===== config.mk =====
export PLATFORM = sky130hd
export DESIGN_NAME = calc_sequencer
export DESIGN_NICKNAME = d
export VERILOG_FILES = /design/src/rtl/calc_sequencer.sv
export SDC_FILE = /design/constraint.sdc
export NUM_CORES = 1
export LEC_CHECK = 0
export CORE_ASPECT_RATIO = 0.7
export CORE_MARGIN = 4
export CORE_UTILIZATION = 55
export CTS_CLUSTER_SIZE = 10
export DETAILED_ROUTE_END_ITERATION = 7
export PLACE_DENSITY = 0.78
export SETUP_SLACK_MARGIN = 0.1
export SYNTH_ARGS = -nofsm -noshare
export SYNTH_HDL_FRONTEND = slang
export SYNTH_HIERARCHICAL = 1
export SYNTH_SLANG_ARGS = --single-unit

===== constraint.sdc =====
create_clock -name clk -period 8.85 [get_ports clk]
set_clock_uncertainty 0.15 [all_clocks]
set_input_delay 1.3275 -clock clk [delete_from_list [all_inputs] [get_ports clk]]
set_output_delay 1.3275 -clock clk [all_outputs]
set_load 0.02 [all_outputs]

===== src/rtl/calc_sequencer.sv =====
// calc_sequencer: multi-cycle calculator controller that runs ADD, SUB and
// unsigned MUL through one shared 6-bit ripple adder.
// Handshake: start is accepted in IDLE; busy covers the operation and the DONE
// cycle; done pulses for one cycle when result/ovf/err change.

// 6-bit ripple-carry adder with carry-in tied low and signed-overflow output.
module calc_ripple_adder #(
   parameter int WIDTH = 6
) (
   input  logic [WIDTH-1:0] x,
   input  logic [WIDTH-1:0] y,
   output logic [WIDTH-1:0] sum,
   output logic             ovf
);
   logic [WIDTH:0] carry;

   assign carry[0] = 1'b0;

   generate
      for (genvar gi = 0; gi < WIDTH; gi++) begin : g_fa
         assign sum[gi]      = x[gi] ^ y[gi] ^ carry[gi];
         assign carry[gi+1]  = (x[gi] & y[gi]) | (carry[gi] & (x[gi] ^ y[gi]));
      end
   endgenerate

   // Signed overflow: carry into the sign bit differs from carry out of it.
   assign ovf = carry[WIDTH] ^ carry[WIDTH-1];
endmodule

module calc_sequencer #(
   parameter int WIDTH = 6
) (
   input  logic             clk,
   input  logic             rst_n,
   input  logic             start,
   input  logic [1:0]       op,
   input  logic [WIDTH-1:0] a,
   input  logic [WIDTH-1:0] b,
   output logic             busy,
   output logic             done,
   output logic [WIDTH-1:0] result,
   output logic             ovf,
   output logic             err
);
   localparam logic [2:0] S_IDLE = 3'd0;
   localparam logic [2:0] S_NEGB = 3'd1;
   localparam logic [2:0] S_ADD  = 3'd2;
   localparam logic [2:0] S_MUL  = 3'd3;
   localparam logic [2:0] S_DONE = 3'd4;

   localparam logic [1:0] OP_ADD = 2'b00;
   localparam logic [1:0] OP_SUB = 2'b01;
   localparam logic [1:0] OP_MUL = 2'b10;
   localparam logic [1:0] OP_RSV = 2'b11;

   localparam logic [WIDTH-1:0] MOST_NEG = {1'b1, {(WIDTH-1){1'b0}}};
   localparam logic [WIDTH-1:0] ONE      = {{(WIDTH-1){1'b0}}, 1'b1};
   localparam logic [2:0]       LAST_BIT = 3'(WIDTH - 1);

   logic [2:0]         state_reg, state_next;
   logic [WIDTH-1:0]   a_reg, b_reg, temp_reg, acc_reg;
   logic [1:0]         op_reg;
   logic [2:0]         cnt_reg;
   logic               mul_ovf_reg;
   logic [WIDTH-1:0]   result_reg;
   logic               ovf_reg, err_reg;

   // Shared adder port signals
   logic [WIDTH-1:0]   add_x, add_y, add_sum;
   logic               add_ovf;

   // Multiply step helpers
   logic [2*WIDTH-1:0] shifted;
   logic               mul_bit, carry5, lost_bits;
   logic [WIDTH-1:0]   acc_next;
   logic               mul_ovf_next;

   calc_ripple_adder #(.WIDTH(WIDTH)) u_adder (
      .x   (add_x),
      .y   (add_y),
      .sum (add_sum),
      .ovf (add_ovf)
   );

   // Partial product A<<i kept at double width so bits pushed past the top are visible.
   assign shifted   = {{WIDTH{1'b0}}, a_reg} << cnt_reg;
   assign mul_bit   = b_reg[cnt_reg];
   assign lost_bits = |shifted[2*WIDTH-1:WIDTH];
   // Carry out of the top bit, recovered from operands and sum of that bit.
   assign carry5    = (add_x[WIDTH-1] & add_y[WIDTH-1]) |
                      ((add_x[WIDTH-1] ^ add_y[WIDTH-1]) & ~add_sum[WIDTH-1]);
   assign acc_next     = mul_bit ? add_sum : acc_reg;
   assign mul_ovf_next = mul_ovf_reg | (mul_bit & (lost_bits | carry5));

   // Steer the single adder according to the current step.
   always_comb begin
      add_x = a_reg;
      add_y = b_reg;
      case (state_reg)
         S_NEGB: begin
            add_x = ~b_reg;
            add_y = ONE;
         end
         S_ADD: begin
            add_x = a_reg;
            add_y = (op_reg == OP_SUB) ? temp_reg : b_reg;
         end
         S_MUL: begin
            add_x = acc_reg;
            add_y = shifted[WIDTH-1:0];
         end
         default: ;
      endcase
   end

   // Next-state selection; the reserved op borrows the ADD slot so its latency matches ADD.
   always_comb begin
      state_next = state_reg;
      case (state_reg)
         S_IDLE: begin
            if (start) begin
               case (op)
                  OP_SUB:  state_next = S_NEGB;
                  OP_MUL:  state_next = S_MUL;
                  default: state_next = S_ADD;
               endcase
            end
         end
         S_NEGB:  state_next = S_ADD;
         S_ADD:   state_next = S_DONE;
         S_MUL:   state_next = (cnt_reg == LAST_BIT) ? S_DONE : S_MUL;
         S_DONE:  state_next = S_IDLE;
         default: state_next = S_IDLE;
      endcase
   end

   // State, operand latches, accumulator and output registers.
   always_ff @(posedge clk) begin
      if (!rst_n) begin
         state_reg   <= S_IDLE;
         a_reg       <= '0;
         b_reg       <= '0;
         op_reg      <= OP_ADD;
         temp_reg    <= '0;
         acc_reg     <= '0;
         cnt_reg     <= '0;
         mul_ovf_reg <= 1'b0;
         result_reg  <= '0;
         ovf_reg     <= 1'b0;
         err_reg     <= 1'b0;
      end else begin
         state_reg <= state_next;
         case (state_reg)
            S_IDLE: begin
               if (start) begin
                  a_reg       <= a;
                  b_reg       <= b;
                  op_reg      <= op;
                  acc_reg     <= '0;
                  cnt_reg     <= '0;
                  mul_ovf_reg <= 1'b0;
               end
            end
            S_NEGB: temp_reg <= add_sum;
            S_ADD: begin
               if (op_reg == OP_RSV) begin
                  result_reg <= '0;
                  ovf_reg    <= 1'b0;
                  err_reg    <= 1'b1;
               end else begin
                  result_reg <= add_sum;
                  // Negating the most negative B overflows silently; flip to get A-B overflow.
                  ovf_reg    <= (op_reg == OP_SUB) ? (add_ovf ^ (b_reg == MOST_NEG)) : add_ovf;
                  err_reg    <= 1'b0;
               end
            end
            S_MUL: begin
               acc_reg     <= acc_next;
               mul_ovf_reg <= mul_ovf_next;
               if (cnt_reg == LAST_BIT) begin
                  result_reg <= acc_next;
                  ovf_reg    <= mul_ovf_next;
                  err_reg    <= 1'b0;
               end else begin
                  cnt_reg <= cnt_reg + 3'd1;
               end
            end
            default: ;
         endcase
      end
   end

   assign busy   = (state_reg != S_IDLE);
   assign done   = (state_reg == S_DONE);
   assign result = result_reg;
   assign ovf    = ovf_reg;
   assign err    = err_reg;
endmodule


# Word-level counts from Yosys, hierarchy flattened
# Index checks and enable logic that the tools add are counted.
[op_classes]
add_sub_neg = 1
n_lt_le_gt_ge = 1
n_eq_ne = 13
shifts = 1
mux = 27
bitwise_logic = 36
reduce_logical = 9
[op_table]
columns = ["operator", "count"]
rows = [
  ["one-hot mux 6 bit (2 select lines)", 3],
  ["2-to-1 mux 6 bit", 5],
  ["one-hot mux 6 bit (3 select lines)", 1],
  ["bitwise AND 1 bit", 13],
  ["XOR 1 bit", 13],
  ["2-to-1 mux 3 bit", 4],
  ["one-hot mux 3 bit (4 select lines)", 1],
  ["<< shifter 6 x 3 -> 12 bit", 1],
  ["OR 1 bit", 8],
  ["2-to-1 mux 1 bit", 7],
  ["equality test 3 x 2 -> 1 bit (second input constant)", 2],
  ["equality test 3 bit (second input constant)", 2],
  ["equality test 6 bit (second input constant)", 1],
  ["!= test 2 bit (second input constant)", 3],
  ["inverter 6 bit", 1],
  ["one-hot mux 1 bit (2 select lines)", 3],
  ["one-hot mux 3 bit (2 select lines)", 1],
  ["AND reduction 2 bit", 3],
  ["OR reduction 6 bit", 1],
  ["equality test 2 x 1 -> 1 bit (second input constant)", 2],
  ["equality test 2 bit (second input constant)", 2],
  ["less-than comparator 3 x 4 -> 1 bit (second input constant)", 1],
  ["one-hot mux 2 bit (2 select lines)", 1],
  ["nonzero test 2 bit", 2],
  ["7 further kinds", 7],
]
[totals]
regBits = 41
inputBits = 17
out_inout_bits = 10
elab_cells = 99

# Logic depth before layout (Yosys ltp)
[depth]
depth_word = 21
depth_mapped = 19
ltp_nobuf = 17

# Hierarchy
# The synthesis kept the hierarchy.
[by_module_without_submodules]
columns = ["module", "instances", "cells_per_inst", "area_per_inst_um2", "seq_area_each_um2"]
rows = [
  ["calc_sequencer", 1, 313, 2311.0, 820.8],
  ["calc_ripple_adder", 1, 12, 140.1, 0.0],
]

# Worst setup path before layout
# No wires, ideal clock.
[synth_path]
path_type = "reg-to-reg"
from = "register cnt_reg[0]"
to = "register ovf_reg, in the netlist ovf"
setup_time_ns = 0.134
arrival_time_ns = 4.101
required_time_ns = 8.566
slack_ns = 4.465
stages_incl_launch_ff = 19
path_buffers = 2
synth_period_minus_slack_ns = 4.385
cell_sequence = "dfxtp_1 -> buf_6 -> clkbuf_1 -> mux2i_1 -> nor2_1 -> a222oi_1 -> inv_1 -> inv_1 -> fa_1 -> inv_1 -> fa_1 -> fa_1 -> fa_1 -> fa_1 -> nor2b_1 -> a2111oi_0 -> nand4b_1 -> o211ai_1 -> o22ai_1"
[synth_between]
elab_chain_cells = 20
elab_cells_between_ends = 42
cone_classes = "eq/ne: 2; shift: 1; mux: 7; bitwise: 30; reduce/logical: 2"
[synth_rtl]
columns = ["item", "line", "text"]
rows = [
  ["from (decl)", "63", "logic [2:0] cnt_reg;"],
  ["from (signal assigned)", "185", "cnt_reg <= cnt_reg + 3'd1;"],
  ["<< shifter 6 x 3 -> 12 bit (*)", "86", "assign shifted = {{WIDTH{1'b0}}, a_reg} << cnt_reg;"],
  ["one-hot mux 6 bit (3 select lines) (*)", "99", "case (state_reg)"],
  ["named net add_y[1]", "69", "logic [WIDTH-1:0] add_x, add_y, add_sum;"],
  ["XOR 1 bit", "22", "assign carry[gi+1] = (x[gi] & y[gi]) | (carry[gi] & (x[gi] ^ y[gi]));"],
  ["bitwise AND 1 bit", "22", ""],
  ["OR 1 bit (*)", "22", ""],
  ["bitwise AND 1 bit (*)", "22", ""],
  ["OR 1 bit (*)", "22", ""],
  ["[... 5 more ...]", "-", ""],
  ["named net add_sum[5]", "69", ""],
  ["inverter 1 bit (*)", "91", "((add_x[WIDTH-1] ^ add_y[WIDTH-1]) & ~add_sum[WIDTH-1]);"],
  ["bitwise AND 1 bit (*)", "91", ""],
  ["OR 1 bit (*)", "90", "assign carry5 = (add_x[WIDTH-1] & add_y[WIDTH-1]) |"],
  ["OR 1 bit (*)", "93", "assign mul_ovf_next = mul_ovf_reg | (mul_bit & (lost_bits | carry5));"],
  ["bitwise AND 1 bit (*)", "93", ""],
  ["OR 1 bit (*)", "93", ""],
  ["2-to-1 mux 1 bit (*)", "180", "if (cnt_reg == LAST_BIT) begin"],
  ["one-hot mux 1 bit (2 select lines) (*)", "153", "case (state_reg)"],
  ["to (signal assigned)", "173", "ovf_reg <= (op_reg == OP_SUB) ? (add_ovf ^ (b_reg == MOST_NEG)) : add_ovf;"],
  ["to (signal assigned)", "182", "ovf_reg <= mul_ovf_next;"],
  ["to (decl)", "66", "logic ovf_reg, err_reg;"],
]
# The timed path passes the listed nets; every way through them passes the cells marked *. The select of a mux whose other input is x is not followed.
# A chain may end at the register's enable or synchronous reset.

# Final worst setup path
[layout_path]
from = "register cnt_reg[0]"
to = "register ovf_reg, in the netlist ovf"
[layout_between]
elab_chain_cells = 20
elab_cells_between_ends = 42
cone_classes = "eq/ne: 2; shift: 1; mux: 7; bitwise: 30; reduce/logical: 2"
[layout_rtl]
columns = ["item", "line"]
rows = [
  ["<< shifter 6 x 3 -> 12 bit", "86"],
  ["one-hot mux 6 bit (3 select lines)", "99"],
  ["named net add_y[0]", "69"],
  ["bitwise AND 1 bit (2 in series)", "22"],
  ["OR 1 bit", "22"],
  ["bitwise AND 1 bit", "22"],
  ["OR 1 bit", "22"],
  ["bitwise AND 1 bit", "22"],
  ["[... 4 more ...]", "-"],
  ["named net add_sum[5]", "69"],
  ["inverter 1 bit", "91"],
  ["bitwise AND 1 bit", "91"],
  ["OR 1 bit", "90"],
  ["OR 1 bit", "93"],
  ["bitwise AND 1 bit", "93"],
  ["OR 1 bit", "93"],
  ["2-to-1 mux 1 bit", "180"],
  ["one-hot mux 1 bit (2 select lines)", "153"],
]
# The timed path passes the listed nets, and every way through them passes these cells. The select of a mux whose other input is x is not followed.

==> flow_metrics.env <==
export IMPL_final_hold_viol_count=0
export IMPL_start_kind="register"
export IMPL_drive_gt1_share_pct=5.60
export IMPL_status="complete, no violations"
export IMPL_clkPwrFrac_pct=32.8
export IMPL_syn_num_nets=352
export IMPL_antenna_found_initial=0
export IMPL_synth_seq_cells=41
export IMPL_crit_fanout=21
export IMPL_grt_overflow=0
export IMPL_fill_cells=385
export IMPL_final_common_cell="nand2_1"
export IMPL_num_rows=20
export IMPL_final_area_mm2=0.00280
export IMPL_max_cap_violations=0
export IMPL_min_period_ps=4870
export IMPL_fmax_mhz=205
export IMPL_layout_common_cells="70 x nand2_1, 42 x a21oi_1, 41 x dfxtp_1, 30 x nor2_1, 26 x clkdlybuf4s50_1"
export IMPL_die_h_um=63.9
export IMPL_routedWlPerCell_um=15.9
export IMPL_setup_violations=0
export IMPL_crit_chain="nor2_1 -> nand2_1 -> nor3b_1 -> o32a_1 -> ha_1 -> inv_1 -> fa_1 -> inv_1 -> fa_1 -> fa_1 -> fa_1 -> fa_1 -> nor2b_1 -> a2111oi_0 -> nand4b_1 -> o211ai_1 -> o22ai_1"
export IMPL_clkLatencyLatePin_ps=300
export IMPL_place_gp_congestion=0.997
export IMPL_crit_top_cell="fa_1"
export IMPL_worst_slack_ps=3980
export IMPL_placed_area_mm2=0.00269
export IMPL_syn2layout_area_growth_pct=14.2
export IMPL_p_leak_nw=1.02
export IMPL_netlist_area_mm2=0.00245
export IMPL_netlist_instances=325
export IMPL_io_buffers=26
export IMPL_cp_data_required_time_ps=8880
export IMPL_drv_slew=0
export IMPL_slowest_stage="dfxtp_1"
export IMPL_end_kind="register"
export IMPL_dp_hpwl_mm=4.55
export IMPL_initialDrtViolationCount=126
export IMPL_vias=2335
export IMPL_async_flop_share_pct=0
export IMPL_drt_total_wl_mm=6.26
export IMPL_worst_setup_path_type="reg2reg"
export IMPL_cts_tree="built"
export IMPL_finalNetCount=365
export IMPL_synth_edf_count=0
export IMPL_cts_buffers=5
export IMPL_p_total_mw=0.472
export IMPL_synth_distinct_cells=49
export IMPL_power_density_mw_per_mm2=169
export IMPL_vias_per_cell=5.93
export IMPL_die_w_um=87.8
export IMPL_cts_hold_buf=0
export IMPL_p_switching_mw=0.148
export IMPL_cp_arrival_ps=4890
export IMPL_cts_root_buffer="clkbuf_8"
export IMPL_fp_dieArea_mm2=0.00561
export IMPL_coreArea_mm2=0.00433
export IMPL_fin_hold_ws_ps=337
export IMPL_drtAntennaViolNets=0
export IMPL_clkTransAtPathRegs_ps=90
export IMPL_h_tree_depth=2
export IMPL_rsz0062_at_grt="no"
export IMPL_yosysSeqAreaShare_pct=33.5
export IMPL_ir_drop_v=0.000107
export IMPL_placed_cells=386
export IMPL_p_comb_share_pct=23.1
export IMPL_grt_usage_pct=23.3
export IMPL_start_util_pct=56.6
export IMPL_max_stage_delay_ps=770
export IMPL_p_int_mw=0.324
export IMPL_route_detailed_drc=0
export IMPL_diodes=0
export IMPL_io_pins=27
export IMPL_post_cts_setup_buffers=0
export IMPL_post_route_util_pct=64.7
export IMPL_avgSynthCellArea_um2=7.54
export IMPL_hold_class="reg2reg"
export IMPL_stdcell_count=394
export IMPL_drtPass1Iterations=5
export IMPL_worstMarginPinSlew_ps=859
export IMPL_grt_first_pass_wirelength_mm=10.3
export IMPL_post_cts_resized=0
export IMPL_ys_dominant_reg_cell="dfxtp_1"
export IMPL_cts_sinks=41
export IMPL_fin_setup_tns_ps=0
export IMPL_grt_pass1_vias=2125
export IMPL_period_share_pct=55.0
export IMPL_p_seq_share_pct=44.1
export IMPL_grt_start_max_net_pins=29
export IMPL_ys_warnings_count=6
export IMPL_dp_slack_ps=4050
export IMPL_clockBufferDepth=2
export IMPL_max_slew_margin_rel_pct=42.8
export IMPL_switching_share_pct=31.4
## final timing paths
kind / from / to / slack (ps) / cells after the start
worst max-delay path: cnt_reg[0] / ovf / 3980 / 17
worst min-delay path: acc_reg[1] / acc_reg[1] / 340 / 2
worst max register to register: cnt_reg[0] / ovf / 3980 / 17
worst min register to register: acc_reg[1] / acc_reg[1] / 340 / 2
## synth_stat cells, types with 3 or more instances
cell type | count | share of area, %
nand2_1 | 70 | 11
a21oi_1 | 42 | 8.6
dfxtp_1 | 41 | 33
nor2_1 | 30 | 4.6
o21ai_0 | 24 | 4.9
clkbuf_1 | 12 | 1.8
inv_1 | 10 | 1.5
a31oi_1 | 8 | 2.0
buf_2 | 7 | 1.4
and2_1 | 5 | 1.3
fa_1 | 5 | 4.1
ha_1 | 5 | 2.6
mux2i_1 | 5 | 2.0
a31oi_2 | 4 | 2.0
nor2b_1 | 4 | 1.0
nor3_1 | 4 | 0.82
a211oi_1 | 3 | 0.92
a22oi_1 | 3 | 0.92
a32oi_1 | 3 | 1.1
mux2_2 | 3 | 1.4
nand2b_1 | 3 | 0.77
nand3_1 | 3 | 0.61
## kinds of logic (layout without fill, tap and decap cells)
family	Yosys count	after routing	share of synthesized area, %
multiplexers	9	9	4.34
buffers and inverters	33	47	6.02
flip-flops	41	41	33.5
AND/OR/NAND/NOR	129	129	23.0
AO/OA/AOI/OAI	101	101	25.8
XOR/XNOR	2	2	0.715
adder cells (fa/ha/maj)	10	10	6.64
## metal layers
metal  GRT usage (%)  vias up  part of all wire, %
met5               0        -                    0
met4            4.79        0                 0.67
met3            4.90        4                  6.2
met2            33.7       79                   43
met1            35.4     1088                   50
li1                -     1164                    -
## layout make-up
class,count,area (um^2),area share [%]
Timing Repair Buffer,28,275,9.83
Inverter,11,41.3,1.47
Tap cell,55,68.8,2.46
Sequential cell,41,821,29.3
Clock buffer,6,72.6,2.59
Clock inverter,2,38.8,1.39
Multi-Input combinational cell,251,1480,52.9
## critical path, delay by kind of cell, from the launching register on
| family | cells | cell delay, ps |
|---|---|---|
| adder cells (fa/ha/maj) | 6 | 2130 |
| AO/OA/AOI/OAI | 4 | 1050 |
| flip-flops | 1 | 770 |
| AND/OR/NAND/NOR | 5 | 500 |
| buffers and inverters | 2 | 140 |
## power groups by stage
stage | Sequential (mW) | Combinational, mW | Clock (mW)
after floorplan | 0.210 | 0.0742 | 0
after global placement | 0.212 | 0.106 | 0
after detailed placement | 0.212 | 0.108 | 0
after CTS | 0.208 | 0.109 | 0.154
after global routing | 0.210 | 0.122 | 0.162
final | 0.208 | 0.109 | 0.155
No activity file was read; power rests on OpenSTA's default activity.
